--- src/rtl/upm_address_decoder_seq.sv ---
// Registered, handshaked UPM address decoder: accepts an address on valid/ready,
// holds a one-hot select for HOLD_CYCLES, then idles GAP_CYCLES before the next accept.
module upm_address_decoder_seq #(
  parameter int WIDTH       = 4,
  parameter int NUM_OUTPUTS = 2**WIDTH,
  parameter bit ZERO_NULL   = 1'b1,
  parameter int HOLD_CYCLES = 1,
  parameter int GAP_CYCLES  = 0
) (
  input  logic                   clk,
  input  logic                   rst_n,
  input  logic                   req_valid,
  input  logic [WIDTH-1:0]       req_address,
  output logic                   req_ready,
  output logic [NUM_OUTPUTS-1:0] dec_address,
  output logic                   dec_active,
  output logic                   dec_done,
  output logic                   dec_err
);

  localparam logic [1:0] ST_IDLE   = 2'd0;
  localparam logic [1:0] ST_ACTIVE = 2'd1;
  localparam logic [1:0] ST_GAP    = 2'd2;

  localparam logic [7:0] HOLD_LOAD = 8'(HOLD_CYCLES - 1);
  localparam logic [7:0] GAP_LOAD  = 8'((GAP_CYCLES > 0) ? (GAP_CYCLES - 1) : 0);
  // One extra bit so that NUM_OUTPUTS == 2**WIDTH does not wrap to zero.
  localparam logic [WIDTH:0] LIMIT = (WIDTH + 1)'(NUM_OUTPUTS);

  logic [1:0]             state_reg;
  logic [1:0]             state_next;
  logic [7:0]             count_reg;
  logic [7:0]             count_next;
  logic [NUM_OUTPUTS-1:0] sel_onehot;
  logic [NUM_OUTPUTS-1:0] dec_address_next;
  logic                   dec_done_next;
  logic                   dec_err_next;
  logic                   accept;
  logic                   addr_in_range;
  logic                   addr_null;

  genvar gi;
  generate
    for (gi = 0; gi < NUM_OUTPUTS; gi++) begin : g_sel
      assign sel_onehot[gi] = (req_address == WIDTH'(gi));
    end
  endgenerate

  assign accept        = req_valid && req_ready;
  assign addr_in_range = ({1'b0, req_address} < LIMIT);
  assign addr_null     = ZERO_NULL && (req_address == '0);

  always_comb begin
    state_next       = state_reg;
    count_next       = count_reg;
    dec_address_next = dec_address;
    dec_done_next    = 1'b0;
    dec_err_next     = 1'b0;
    case (state_reg)
      ST_IDLE: begin
        dec_address_next = '0;
        if (accept) begin
          if (!addr_in_range) begin
            dec_err_next = 1'b1;
          end else if (addr_null) begin
            dec_done_next = 1'b1;
          end else begin
            state_next       = ST_ACTIVE;
            count_next       = HOLD_LOAD;
            dec_address_next = sel_onehot;
          end
        end
      end
      ST_ACTIVE: begin
        if (count_reg != 8'd0) begin
          count_next = count_reg - 8'd1;
        end else begin
          // Dropping the select before returning to IDLE gives break-before-make.
          dec_address_next = '0;
          dec_done_next    = 1'b1;
          if (GAP_CYCLES > 0) begin
            state_next = ST_GAP;
            count_next = GAP_LOAD;
          end else begin
            state_next = ST_IDLE;
          end
        end
      end
      ST_GAP: begin
        if (count_reg != 8'd0) begin
          count_next = count_reg - 8'd1;
        end else begin
          state_next = ST_IDLE;
        end
      end
      default: begin
        state_next       = ST_IDLE;
        dec_address_next = '0;
      end
    endcase
  end

  always_ff @(posedge clk or negedge rst_n) begin
    if (!rst_n) begin
      state_reg   <= ST_IDLE;
      count_reg   <= 8'd0;
      dec_address <= '0;
      dec_active  <= 1'b0;
      dec_done    <= 1'b0;
      dec_err     <= 1'b0;
      req_ready   <= 1'b0;
    end else begin
      state_reg   <= state_next;
      count_reg   <= count_next;
      dec_address <= dec_address_next;
      dec_active  <= |dec_address_next;
      dec_done    <= dec_done_next;
      dec_err     <= dec_err_next;
      req_ready   <= (state_next == ST_IDLE);
    end
  end

endmodule
--- config.mk ---
export PLATFORM = sky130hd
export DESIGN_NAME = upm_address_decoder_seq
export DESIGN_NICKNAME = d
export VERILOG_FILES = /design/src/rtl/upm_address_decoder_seq.sv
export SDC_FILE = /design/constraint.sdc
export NUM_CORES = 1
export LEC_CHECK = 0
export CAP_MARGIN = 20
export CORE_MARGIN = 1.5
export CORE_UTILIZATION = 56
export CTS_CLUSTER_SIZE = 14
export DETAILED_ROUTE_END_ITERATION = 16
export GPL_ROUTABILITY_DRIVEN = 0
export GPL_TIMING_DRIVEN = 0
export PLACE_DENSITY = 0.92
export SLEW_MARGIN = 20
export SYNTH_ARGS = -nofsm -noshare
export SYNTH_HDL_FRONTEND = slang
export SYNTH_SLANG_ARGS = --single-unit
--- constraint.sdc ---
create_clock -name clk -period 3.7 [get_ports clk]
set_input_delay 0.74 -clock clk [delete_from_list [all_inputs] [get_ports clk]]
set_output_delay 0.74 -clock clk [all_outputs]
set_load 0.01 [all_outputs]
# == After elaboration in Yosys (flattened, before gate mapping) ==
# Cells that the tools add are included.
# op_classes
eq_ne,20
reduce_logical,9
add_sub_neg,1
mux,16
# ops
operator,count
$mux 16,3
$pmux 16 s3,1
$eq 4x4->1 const B,8
$mux 8,3
$eq 4x3->1 const B,4
$pmux 8 s2,1
$reduce_or 16->1,1
$eq 4x2->1 const B,2
$reduce_bool 8->1,1
$sub 8x1->8 const B,1
$mux 2,3
$eq 4x1->1 const B,1
$logic_not 2->1,2
$logic_not 4->1,1
$ne 2x2->1 const B,2
$pmux 2 s2,1
$reduce_and 4->1,1
$mux 1,3
$eq 2x1->1 const B,1
$eq 2x2->1 const B,1
$ne 2x1->1 const B,1
$pmux 1 s2,1
$reduce_bool 2->1,1
$reduce_or 2->1,1
$logic_and 1x1->1,1
# totals
out_inout_bits,20
register_bits,29
wordCells,52
in_bits,7

# == Longest topological paths before layout ==
# Gate-level depths: netlist of the first run.
# depth
depth_word,5
mapped_depth,7
mapped_depth_nobuf,6

# == Least setup slack after synthesis of the first run ==
# Ideal clock, no wire load.
# synth_timing
path_kind,input -> register
from,input port req_address[1]
to,register count_reg[0]
path_buffers,1
setup_ns,0.121
arrival_time_ns,1.907
stages,5
setup_slack_ns,1.672
t_required_ns,3.579
path_cell_list,buf_4 -> or4_4 -> a31oi_2 -> o21ai_1 -> a22o_1
# synth_via
elab_chain_cells,3
# synth_lines
item,line,rtl
from (decl),13,"input logic [WIDTH-1:0] req_address,"
$logic_not 4->1,51,assign addr_null = ZERO_NULL && (req_address == '0);
$ne 2x2->1 (no line),-,
$reduce_and 4->1 (no line),-,
to (signal assigned),114,count_reg <= count_next;
to (decl),32,logic [7:0] count_reg;
# Every way passes these cells.
# A chain may end at the register's enable or synchronous reset.

# == Worst setup path in the final report of the first run ==
# layout_timing
from,input port req_address[3]
to,register count_reg[5]
# Same word-level chain as after synthesis.

==> results.txt, run 1 <==
For the number of cells produced by synthesis, the log shows 148. The top fanout value on the critical path is 10. The y dimension of the die is 55.7 µm, and the number of global-route vias before repair is 1338. The run gives 0 as the number of warnings printed during yosys synthesis. The count of antenna-violating nets left after detailed routing came out at 0. The critical path ends at count_reg[5]$_DFFE_PN0P_. The most used flip-flop cell after synthesis is sky130_fd_sc_hd__dfrtp_1. The worst register-to-register path ends at count_reg[7]$_DFFE_PN0P_.

No sink is reached through more buffers than the 2 on the longest clock path. The post-synthesis instance area was 1560 µm². Dividing total power by cell area gives a power density of 668 nW/µm².

The basic-gate share of the synthesized area counting and, or, nand and nor cells came out at 21.9%. The count of endpoints failing hold in the final timing report came out at 0. The worst register-to-register path has a setup slack of 1600 ps. The tools report the remaining design rule violation count as 0. STA classifies the critical path startpoint as an input pin. Among all cell types in the netlist, the one instantiated most often is sky130_fd_sc_hd__dfrtp_1.

The critical path in this run is classified as in2reg. The routed layout has 1344 vias. For this run, the register share of the synthesized area comes to 46.6%. Setup violations remaining at the end of the flow were counted as 0. For the worst setup path, the data required time is 3900 ps. 27 I/O pins were placed. The H-tree generated during clock tree synthesis spans 2 levels. For the worst setup path, the data arrival time is 2510 ps. Adder-cell area share of the yosys netlist: 4.02%. The logs give 29 for the total clock sinks and 0 for the number of post-CTS setup repair buffers. Buffers inserted during clock tree synthesis total 5. The floorplan step defined a die boundary enclosing 3110 µm². Across all hold checks on the routed design, the worst slack comes to 414 ps.

After synthesis, the netlist uses 49 different library cells. TritonCTS built the clock tree. The reg-to-reg startpoint is count_reg[0]$_DFFE_PN0P_.

The count of cells in the finished layout, fillers not included, comes to 211. Sorting the synthesized cells by how often they occur yields sky130_fd_sc_hd__dfrtp_1 (29), sky130_fd_sc_hd__nand2_1 (9), sky130_fd_sc_hd__a22o_1 (8). Setup repair after global routing left no endpoint under its margin.

The tools report the capturing element type of the critical path as a flip-flop. The tools report the reported leakage power as 0.000833 µW. The number of pins with negative max-slew slack in the final report came out at 0.

For the post-DP HPWL, the log shows 2710 µm. The origin of the worst setup path is req_address[3]. The hold-fix buffer count after cts is 0. The filler cell count in the final layout is 182. The flow ran to the end, and the final reports show no timing, DRC or antenna violations. The synthesized netlist devotes 20.8% of its cell area to compound gates.

By area the synthesized netlist is led by sky130_fd_sc_hd__dfrtp_1 (47%), sky130_fd_sc_hd__a22o_1 (4.5%), sky130_fd_sc_hd__ha_1 (4.0%). The placed cell count is 203, and the net count of the finished layout is 192. The number of flops mapped to enable cells by yosys is 0, and the number of DRC markers after the initial detailed-route iteration is 55. The portion of synthesized area spent on multiplexers is 1.29%. The logs give 0 for the leftover overflow at the end of global routing and 30 for the pin count of the biggest net entering global routing. The setup TNS is 0 ps.

The number of max-cap violations is 0. At the pin with the least slew margin, the transition time is 640 ps. The global-route usage over all layers was 25.8%; the xor/xnor cell area share of the yosys netlist was 0%. The detail-routed via count per cell is 6.37, and the initial antenna violation count is 0. The core region is 2540 µm². The synthesized netlist net count came out at 160. The first-pass GRT wire length came out at 6300 µm.

Cell at the root of the clock tree: sky130_fd_sc_hd__clkbuf_4. Number of cells upsized or downsized after cts: 0. The run gives 12.3 ps as the worst clock skew.

The final critical path takes up 62.7% of the cycle. Counting I/O delays and the setup requirement, the final critical path takes 2320 ps. Signed area change from the synthesized netlist to the final layout: 22.7%.

0 antenna diodes ended up in the layout. In this run the biggest area consumer among cell types represents 46.6% of the synthesized area. The worst hold path belongs to the class in2async. The depth of the worst register-to-register path was 7; the fraction of layout cells with a size suffix above 1 was 12.7%. The tools report the clock latency at the later pin of the worst-skew pair as 330 ps. The synthesized design spends more area on one cell type than any other, namely sky130_fd_sc_hd__dfrtp_1. The clock-pin slew of the registers on the worst-case setup and hold paths works out to 100 ps. VDD sags by at most 0.000524 V. The wire length after detailed routing is 3700 µm. In this run, synthesis produced a sequential element count of 29. By area, the combinational part of the netlist is dominated by simple AND/OR/NAND/NOR gates. The run gives 18 as the number of rows created at floorplan.

The tools report the relative max-transition margin as 57.4%. The number of port buffers is 25, and the starting density of the core is 61.2%. Peak clock frequency supported by timing: 431 MHz. The average instance in the mapped netlist occupies 10.5 µm². The die width is 55.7 µm. Dividing the detail-routed wire length by the instance count gives 17.5 µm.

Async set-or-reset flop fraction in the synthesized netlist: 100%. Flip-flop count of the largest register after layout: 16. The pre-antenna-repair detailed-routing pass consisted of 4 iterations.
## cell usage in the layout (no fill, tap or decap), types with 2 or more instances in the layout
| master | count |
|---|---|
| sky130_fd_sc_hd__dfrtp_1 | 29 |
| sky130_fd_sc_hd__clkdlybuf4s50_1 | 24 |
| sky130_fd_sc_hd__nand2_1 | 9 |
| sky130_fd_sc_hd__a22o_1 | 8 |
| sky130_fd_sc_hd__nor2_1 | 7 |
| sky130_fd_sc_hd__a21oi_1 | 7 |
| sky130_fd_sc_hd__inv_1 | 6 |
| sky130_fd_sc_hd__nor4_1 | 6 |
| sky130_fd_sc_hd__o2bb2ai_1 | 5 |
| sky130_fd_sc_hd__nor3_1 | 5 |
| sky130_fd_sc_hd__ha_1 | 5 |
| sky130_fd_sc_hd__clkbuf_4 | 5 |
| sky130_fd_sc_hd__nand3_1 | 4 |
| sky130_fd_sc_hd__or3_1 | 4 |
| sky130_fd_sc_hd__o21ai_1 | 4 |
| sky130_fd_sc_hd__buf_6 | 3 |
| sky130_fd_sc_hd__or4b_1 | 3 |
| sky130_fd_sc_hd__o31ai_1 | 3 |
| sky130_fd_sc_hd__or4_1 | 3 |
| sky130_fd_sc_hd__buf_4 | 2 |
| sky130_fd_sc_hd__nand2b_1 | 2 |
| sky130_fd_sc_hd__buf_2 | 2 |
| sky130_fd_sc_hd__a32o_1 | 2 |
| sky130_fd_sc_hd__mux2i_1 | 2 |
| sky130_fd_sc_hd__o21ai_0 | 2 |
| sky130_fd_sc_hd__clkbuf_8 | 2 |
## cell type report
class	instances	area, µm²	share of cell area [%]
Timing Repair Buffer	25	245	12.8
Tap cell	30	37.5	1.96
Clock inverter	1	5.00	0.262
Buffer	7	57.6	3.01
Sequential cell	29	726	38.0
Inverter	6	22.5	1.18
Clock buffer	7	65.1	3.41
Multi-Input combinational cell	106	752	39.4
## worst min-delay path by stage
stage	startpoint	to
3_3_place_gp	dec_address[15]$_DFF_PN0_	dec_address[15]$_DFF_PN0_
5_1_grt	rst_n	count_reg[6]$_DFFE_PN0P_
2_1_floorplan	rst_n	count_reg[0]$_DFFE_PN0P_
4_1_cts	rst_n	count_reg[5]$_DFFE_PN0P_
3_5_place_dp	dec_address[15]$_DFF_PN0_	dec_address[15]$_DFF_PN0_
6_report	rst_n	count_reg[6]$_DFFE_PN0P_
## cells by family after synthesis
group	after synthesis
and+or+nand+nor	55
AOI/OAI and AO/OA	43
DFF	29
buffers and inverters	13
adders and majority gates	5
muxes	2
other	1
## report_power, final
part           switching, µW  internal [µW]
Sequential              81.4            383
Combinational            332            257
Clock                    114            110
## through the flow
stage                     setup slack (ps)  utilization, %  instance area (µm²)  power, µW
after global placement                1130            72.5                 1850       1010
after floorplan                       1670               -                 1560        871
after global routing                  1270            75.1                 1910       1360
final                                 1380            75.1                 1910       1280
after CTS                             1420            75.1                 1910       1270
after detailed placement              1070            72.3                 1840       1050
## worst max-delay path, cell delays in order
cell and delay (ps):
sky130_fd_sc_hd__clkdlybuf4s50_1 510, sky130_fd_sc_hd__nor4_2 490, sky130_fd_sc_hd__a2bb2oi_1 400, sky130_fd_sc_hd__buf_6 200
sky130_fd_sc_hd__or4_1 120, sky130_fd_sc_hd__a21oi_1 60
## routing by layer
metal	part of all wire [%]	wire, µm	GRT usage [%]	up-vias
met1	43	1590	31.8	648
li1	-	-	-	628
met4	1.4	51	12.5	0
met3	5.8	214	5.81	7
met2	50	1850	42.5	61
met5	0	0	0	-
(Power assumes the default switching activity.)
==> run 2: changes to the inputs <==
- CORE_UTILIZATION: 56 -> 47
- PLACE_DENSITY: 0.92 -> 0.83
- clock period: 3.7 -> 2 ns (I/O delays scaled with it)
==> run 2 against run 1 <==
  * Final cell count rose by 8.1%
  * Sequential share of layout area down 1.9 points
  * Clock-buffer cell count unchanged
  * Power grew 100%
  * Critical path depth up 1
  * Critical path type is now reg2reg
  * Largest cell class unchanged
==> results.txt, run 2 (synthesis gave the netlist of run 1 again) <==
The flow ran to the end, and the final reports show no timing, DRC or antenna violations. The fraction of layout cells with a size suffix above 1 is 16.8% (was 12.7%), and the total placed instance area is 1860 µm² (was 1840 µm²). The power consumption is 2570 µW (was 1280 µW).

TritonCTS built the clock tree. The maximum number of buffers from clock root to sink is 2 (unchanged), and the worst path arrival time is 2190 ps (was 2510 ps). The logs give 33.2% (was 36.3%) for the share of total power in sequential cells and 40 ps (was 1600 ps) for the worst setup slack for register-to-register paths. The tools report the remaining design rule violation count as 0 (unchanged). The pin count of the biggest net entering global routing is 30 (unchanged). Most used cells in the layout excluding fill and tap cells: sky130_fd_sc_hd__dfrtp_1 (29), sky130_fd_sc_hd__clkdlybuf4s50_1 (24), sky130_fd_sc_hd__nand2_1 (9) (unchanged).

The logs give 18.6 ps (was 12.3 ps) for the worst clock skew and 3860 µm (was 3700 µm) for the wire length after detailed routing. The setup TNS came out at 0 ps (unchanged). The filler cell count in the final layout is 265 (was 182), and the switching component of the power is 1060 µW (was 527 µW).

The maximum resistive drop on vdd is 0.000946 V (was 0.000524 V), and the global-route usage over all layers is 22.7% (was 25.8%). The clock-pin slew of the registers on the worst-case setup and hold paths is 110 ps (was 100 ps), and the number of global-route vias before repair is 1292 (was 1338). The startpoint-to-endpoint class of the critical path is reg2reg (was in2reg). The number of setup violations in the final report came out at 0 (unchanged). The top fanout value on the critical path works out to 10 (unchanged). The tools report the standard cell core area as 3100 µm² (was 2540 µm²). Static timing analysis puts the maximum clock frequency at 509 MHz.

The y dimension of the die was 60.6 µm (was 55.7 µm); the initial antenna violation count was 0 (unchanged). Number of max-cap violations: 0 (unchanged). The average wire per cell in the routed design works out to 16.9 µm (was 17.5 µm).

Flip-flop count of the largest register after layout: 16 (unchanged). The slowest library cell on the worst path was sky130_fd_sc_hd__or4b_4 (was sky130_fd_sc_hd__clkdlybuf4s50_1). The fraction of power spent switching nets was 41.1% (was 41.3%); the power density over the cells was 1280 nW/µm² (was 668 nW/µm²). The number of iterations in the first detailed-routing pass is 4 (unchanged), and the total CTS buffers is 5 (unchanged). The cell at the root of the clock tree is sky130_fd_sc_hd__clkbuf_4 (unchanged).

The combinational cell fraction of total power came out at 50.4% (was 46.1%). The top-level I/O count is 27 (unchanged). The launching element type of the critical path was a flip-flop (was an input pin). The number of port buffers came out at 25 (unchanged). The reported leakage power is 0.000864 µW (was 0.000833 µW). The path category of the worst min-delay check is in2async (unchanged). The shortest period the worst path allows was 1960 ps; the relative max-transition margin was 55.7% (was 57.4%). The count of buffering cells on the critical path with inverters included is 2 (unchanged).

The logs give 16.5% (was 17.5%) for the clock network fraction of total power and 2590 µm (was 2710 µm) for the post-DP HPWL. The run gives 2230 ps (was 3900 ps) as the endpoint required time on the critical path. The detail-routed via count per cell works out to 5.95 (was 6.37). Fraction of the cycle the final worst path needs: 98.2%. The first-pass GRT wire length came out at 6060 µm (was 6300 µm). The run gives 350 ps (was 330 ps) as the clock latency at the later pin of the worst-skew pair. The number of rows created at floorplan is 20 (was 18), and the total clock sinks is 29 (unchanged). Critical path's top delay family: simple AND/OR/NAND/NOR gates (was buffers and inverters).

The count of antenna-violating nets left after detailed routing is 0 (unchanged). The total via count after detailed routing came out at 1356 (was 1344). The run gives 195 (was 192) as the net count of the finished layout.

The die width works out to 60.6 µm (was 55.7 µm). The area of all placed cells without fillers is 2010 µm² (was 1910 µm²), and the number of antenna diodes is 0 (unchanged). Worst-case hold slack: 50.4 ps (was 414 ps). The starting density of the core was 50.2% (was 61.2%); the highest cell delay on the worst timing path was 500 ps (was 510 ps). The capturing element type of the critical path is a flip-flop (unchanged). For the total die area, the log shows 3670 µm² (was 3110 µm²).

The run gives 1520 µW (was 750 µW) as the cell-internal power. The worst-margin pin slew was 659 ps (was 640 ps); the number of DRC markers after the initial detailed-route iteration was 83 (was 55). The signed area change from the synthesized netlist to the final layout was 29.2% (was 22.7%). Cell-by-cell listing of the critical path: inv_1, ha_4, or4b_4, o21ai_4, a21oi_4, buf_6, a32o_1 (was clkdlybuf4s50_1, nor4_2, a2bb2oi_1, buf_6, or4_1, a21oi_1).

The deepest level of the CTS H-tree was 2 (unchanged). The count of endpoints failing hold in the final timing report is 0 (unchanged), and the leftover overflow at the end of global routing is 0 (unchanged). The most common cell after layout, fill and taps aside was sky130_fd_sc_hd__dfrtp_1 (unchanged). For the number of pins with negative max-slew slack in the final report, the log shows 0 (unchanged).
## run 2: area by class of cell
type	instances	area, µm²	share of cell area [%]
multi-input cells	106	808	40.1
flip-flops and latches	29	726	36.0
repair buffers	30	283	14.0
clock buffers	7	65.1	3.23
well taps	44	55.1	2.73
plain buffers	5	48.8	2.42
inverters	6	22.5	1.12
clock inverters	1	5.00	0.249
## run 2: metrics by stage
step | util [%] | cells | setup WS, ps
2_1_floorplan | - | 148 | 154
3_3_place_gp | 60.0 | 217 | -248
3_5_place_dp | 59.9 | 217 | -293
4_1_cts | 63.1 | 227 | -9.98
5_1_grt | 64.9 | 228 | -12.4
6_report | 64.9 | 228 | 35.4
## run 2: repair_timing
| item | in CTS | in global routing |
|---|---|---|
| gates resized for setup | 3 | 6 |
| hold buffers | 0 | 0 |
| pin swaps | 0 | 1 |
| endpoints found under the setup margin | 10 | 15 |
| setup buffers | 2 | 3 |
## run 2: final timing paths
check                      cells past startpoint                        end                      start
setup / recovery                               7  dec_address[11]$_DFF_PN0_   count_reg[0]$_DFFE_PN0P_
hold / removal                                 1   count_reg[0]$_DFFE_PN0P_                      rst_n
setup reg to reg                               7  dec_address[11]$_DFF_PN0_   count_reg[0]$_DFFE_PN0P_
hold reg to reg                                1  dec_address[12]$_DFF_PN0_  dec_address[12]$_DFF_PN0_
max in group asynchronous                      1        req_ready$_DFF_PN0_                      rst_n
min in group clk                               1  dec_address[12]$_DFF_PN0_  dec_address[12]$_DFF_PN0_
## run 2: routing by layer
metal  global-route usage [%]  share of wire (%)  wire [µm]
met4                     12.1                2.0         76
met1                     28.3                 43       1640
met3                     7.68                6.8        264
met5                        0                  0          0
met2                     34.9                 49       1870
## run 2: power by group through the flow
stage / Combinational (µW) / Clock [µW] / Sequential [µW]
after floorplan: 763 / 0 / 848
after global routing: 1400 / 465 / 864
after detailed placement: 1070 / 0 / 863
after global placement: 1030 / 0 / 855
final: 1300 / 424 / 853
after CTS: 1160 / 431 / 851
==> run 3: changes to the inputs <==
- RECOVER_POWER: not set -> 100
==> run 3 against run 2 <==
  * The run now ends with max-capacitance violations, max-slew violations left
  * Critical endpoint unchanged
  * Critical path type unchanged
  * Sequential share of layout area about the same
  * Critical path depth is the same
  * Cell area hardly changed
  * Clock power barely moved
  * Combinational power barely moved
  * Clock-buffer cell count unchanged
  * Final cell count unchanged
==> results.txt, run 3 (synthesis gave the netlist of run 1 again) <==
For the worst clock skew, the log shows 15.8 ps (was 18.6 ps). The post-placement worst setup slack is -293 ps (unchanged), and the first-pass GRT wire length is 6060 µm (unchanged). TritonCTS built the clock tree. The flow ran to the end, but the final reports show violations.

The signed area change from the synthesized netlist to the final layout is 29.2% (about the same), and the clock-pin slew of the registers on the worst-case setup and hold paths is 110 ps (about the same). The share of total power in sequential cells came out at 33.2% (about the same). The run gives 5 (unchanged) as the total CTS buffers.

The flip-flop count of the largest register after layout was 16 (unchanged); the shortest period the worst path allows was 1960 ps (about the same). The logs give 726 µm² (unchanged) for the area occupied by registers and 0 (unchanged) for the initial antenna violation count. Most used cells in the layout excluding fill and tap cells: sky130_fd_sc_hd__dfrtp_1 (29), sky130_fd_sc_hd__clkdlybuf4s50_1 (24), sky130_fd_sc_hd__nand2_1 (9) (unchanged).

The number of rows created at floorplan was 20 (unchanged). Average wire per cell in the routed design: 16.9 µm (about the same). The y dimension of the die was 60.6 µm (unchanged); the endpoint required time on the critical path was 2230 ps (about the same).

Number of setup violations in the final report: 0 (unchanged). The logs give -1.76% (was 55.7%) for the relative max-transition margin and 29 (unchanged) for the total clock sinks. The startpoint-to-endpoint class of the critical path is reg2reg (unchanged). For the wire length after detailed routing, the log shows 3860 µm (about the same).

The maximum number of buffers from clock root to sink is 2 (unchanged), and the fraction of layout cells with a size suffix above 1 is 16.3% (was 16.8%). The post-route worst setup slack was 39.2 ps (was 35.4 ps). The remaining design rule violation count was 0 (unchanged); the number of antenna diodes was 0 (unchanged). The count of antenna-violating nets left after detailed routing is 0 (unchanged), and the number of pins with negative max-slew slack in the final report is 30 (was 0).

The count of endpoints failing hold in the final timing report is 0 (unchanged). The checks that failed: max-capacitance violations, max-slew violations. The power density over the cells was 1280 nW/µm² (about the same).

The total die area was 3670 µm² (unchanged). The number of iterations in the first detailed-routing pass is 4 (unchanged), and the fraction of the cycle the final worst path needs is 98.0% (was 98.2%). The top-level I/O count is 27 (unchanged), and the clock network fraction of total power is 16.4% (was 16.5%). Area of all placed cells without fillers: 2010 µm² (about the same). The capturing element type of the critical path is a flip-flop (unchanged). The die width is 60.6 µm (unchanged), and the area of the multi-input gates is 808 µm² (unchanged).

The tools report the maximum resistive drop on vdd as 0.000944 V (was 0.000946 V). The tools report the cell at the root of the clock tree as sky130_fd_sc_hd__clkbuf_4 (unchanged). The logs give 50.2% (unchanged) for the starting density of the core and 350 ps (about the same) for the clock latency at the later pin of the worst-skew pair.

The filler cell count in the final layout was 264 (was 265); the total placed instance area was 1860 µm² (unchanged). The number of DRC markers after the initial detailed-route iteration was 73 (was 83); the fraction of power spent switching nets was 41.1% (about the same). Combinational cell fraction of total power: 50.3% (was 50.4%). The logs give 2570 µW (about the same) for the power consumption and 2590 µm (unchanged) for the post-DP HPWL. The hold-fix buffer count after cts is 0 (unchanged). The standard cell core area was 3100 µm² (unchanged); the number of port buffers was 25 (unchanged).

The global-route usage over all layers is 22.7% (unchanged), and the total via count after detailed routing is 1355 (was 1356). The tools report the worst path arrival time as 2190 ps (about the same). The cell-internal power is 1510 µW (was 1520 µW).

The worst-margin pin slew was 1530 ps (was 659 ps). The reported leakage power is 0.000862 µW (was 0.000864 µW). The net count of the finished layout is 195 (unchanged), and the number of global-route vias before repair is 1292 (unchanged). The launching element type of the critical path is a flip-flop (unchanged). The post-route core utilization was 64.8% (was 64.9%); the pin count of the biggest net entering global routing was 30 (unchanged). Path category of the worst min-delay check: in2async (unchanged). The tools report the peak clock frequency supported by timing as 510 MHz (was 509 MHz). The switching component of the power was 1060 µW (about the same). Most common cell after layout, fill and taps aside: sky130_fd_sc_hd__dfrtp_1 (unchanged). The deepest level of the CTS H-tree was 2 (unchanged); the detail-routed via count per cell was 5.94 (was 5.95). The top fanout value on the critical path came out at 10 (unchanged). The tools report the number of max-cap violations as 1 (was 0). The tools report the leftover overflow at the end of global routing as 0 (unchanged).
-- run 3: layer usage --
layer,wire length [µm],share of wire (%),global-route usage [%],vias to the layer above
li1,-,-,-,636
met1,1680,43,28.3,670
met2,1920,50,34.9,42
met3,194,5.0,7.68,7
met4,64,1.7,12.1,0
met5,0,0,0,-
-- run 3: final timing paths --
path / cells after the start / slack, ps / endpoint / startpoint
max in group asynchronous: 1 / 690 / req_ready$_DFF_PN0_ / rst_n
max reg2reg: 7 / 40 / dec_address[11]$_DFF_PN0_ / count_reg[0]$_DFFE_PN0P_
max: 7 / 40 / dec_address[11]$_DFF_PN0_ / count_reg[0]$_DFFE_PN0P_
min: 1 / 400 / count_reg[5]$_DFFE_PN0P_ / rst_n
min reg2reg: 1 / 530 / dec_address[12]$_DFF_PN0_ / dec_address[12]$_DFF_PN0_
min in group clk: 1 / 530 / dec_address[12]$_DFF_PN0_ / dec_address[12]$_DFF_PN0_
-- run 3: per-stage QoR --
stage,hold slack (ps),TNS [ps],instances
2_1_floorplan,104,0,148
3_3_place_gp,496,-1980,217
3_5_place_dp,456,-2200,217
4_1_cts,61.6,-25.6,227
5_1_grt,499,-12.4,228
6_report,403,0,228
-- run 3: cell type report --
cell class / count / share of cell area (%)
plain buffers: 5 / 2.43
repair buffers: 30 / 14.0
clock buffers: 7 / 3.23
multi-input cells: 106 / 40.2
flip-flops and latches: 29 / 36.1
inverters: 6 / 1.12
well taps: 44 / 2.74
clock inverters: 1 / 0.249
-- run 3: critical path, cell delays in order (launching register included) --
cell and delay [ps]:
sky130_fd_sc_hd__dfrtp_1 410, sky130_fd_sc_hd__inv_1 140, sky130_fd_sc_hd__ha_4 160, sky130_fd_sc_hd__or4b_4 500
sky130_fd_sc_hd__o21ai_4 170, sky130_fd_sc_hd__a21oi_4 110, sky130_fd_sc_hd__buf_6 150, sky130_fd_sc_hd__a32o_1 200
-- run 3: power groups by stage --
| stage | combinational [µW] | sequential [µW] | clock (µW) |
|---|---|---|---|
| finish | 1290 | 855 | 422 |
| global route | 1400 | 864 | 465 |
| CTS | 1160 | 851 | 431 |
| detailed placement | 1070 | 863 | 0 |
| global placement | 1030 | 855 | 0 |
| floorplan | 763 | 848 | 0 |
-- run 3: what timing repair did --
action,4_1_cts,5_1_grt
pin swaps,0,1
setup buffers,2,3
setup endpoints to repair,10,15
gates resized for setup,3,6
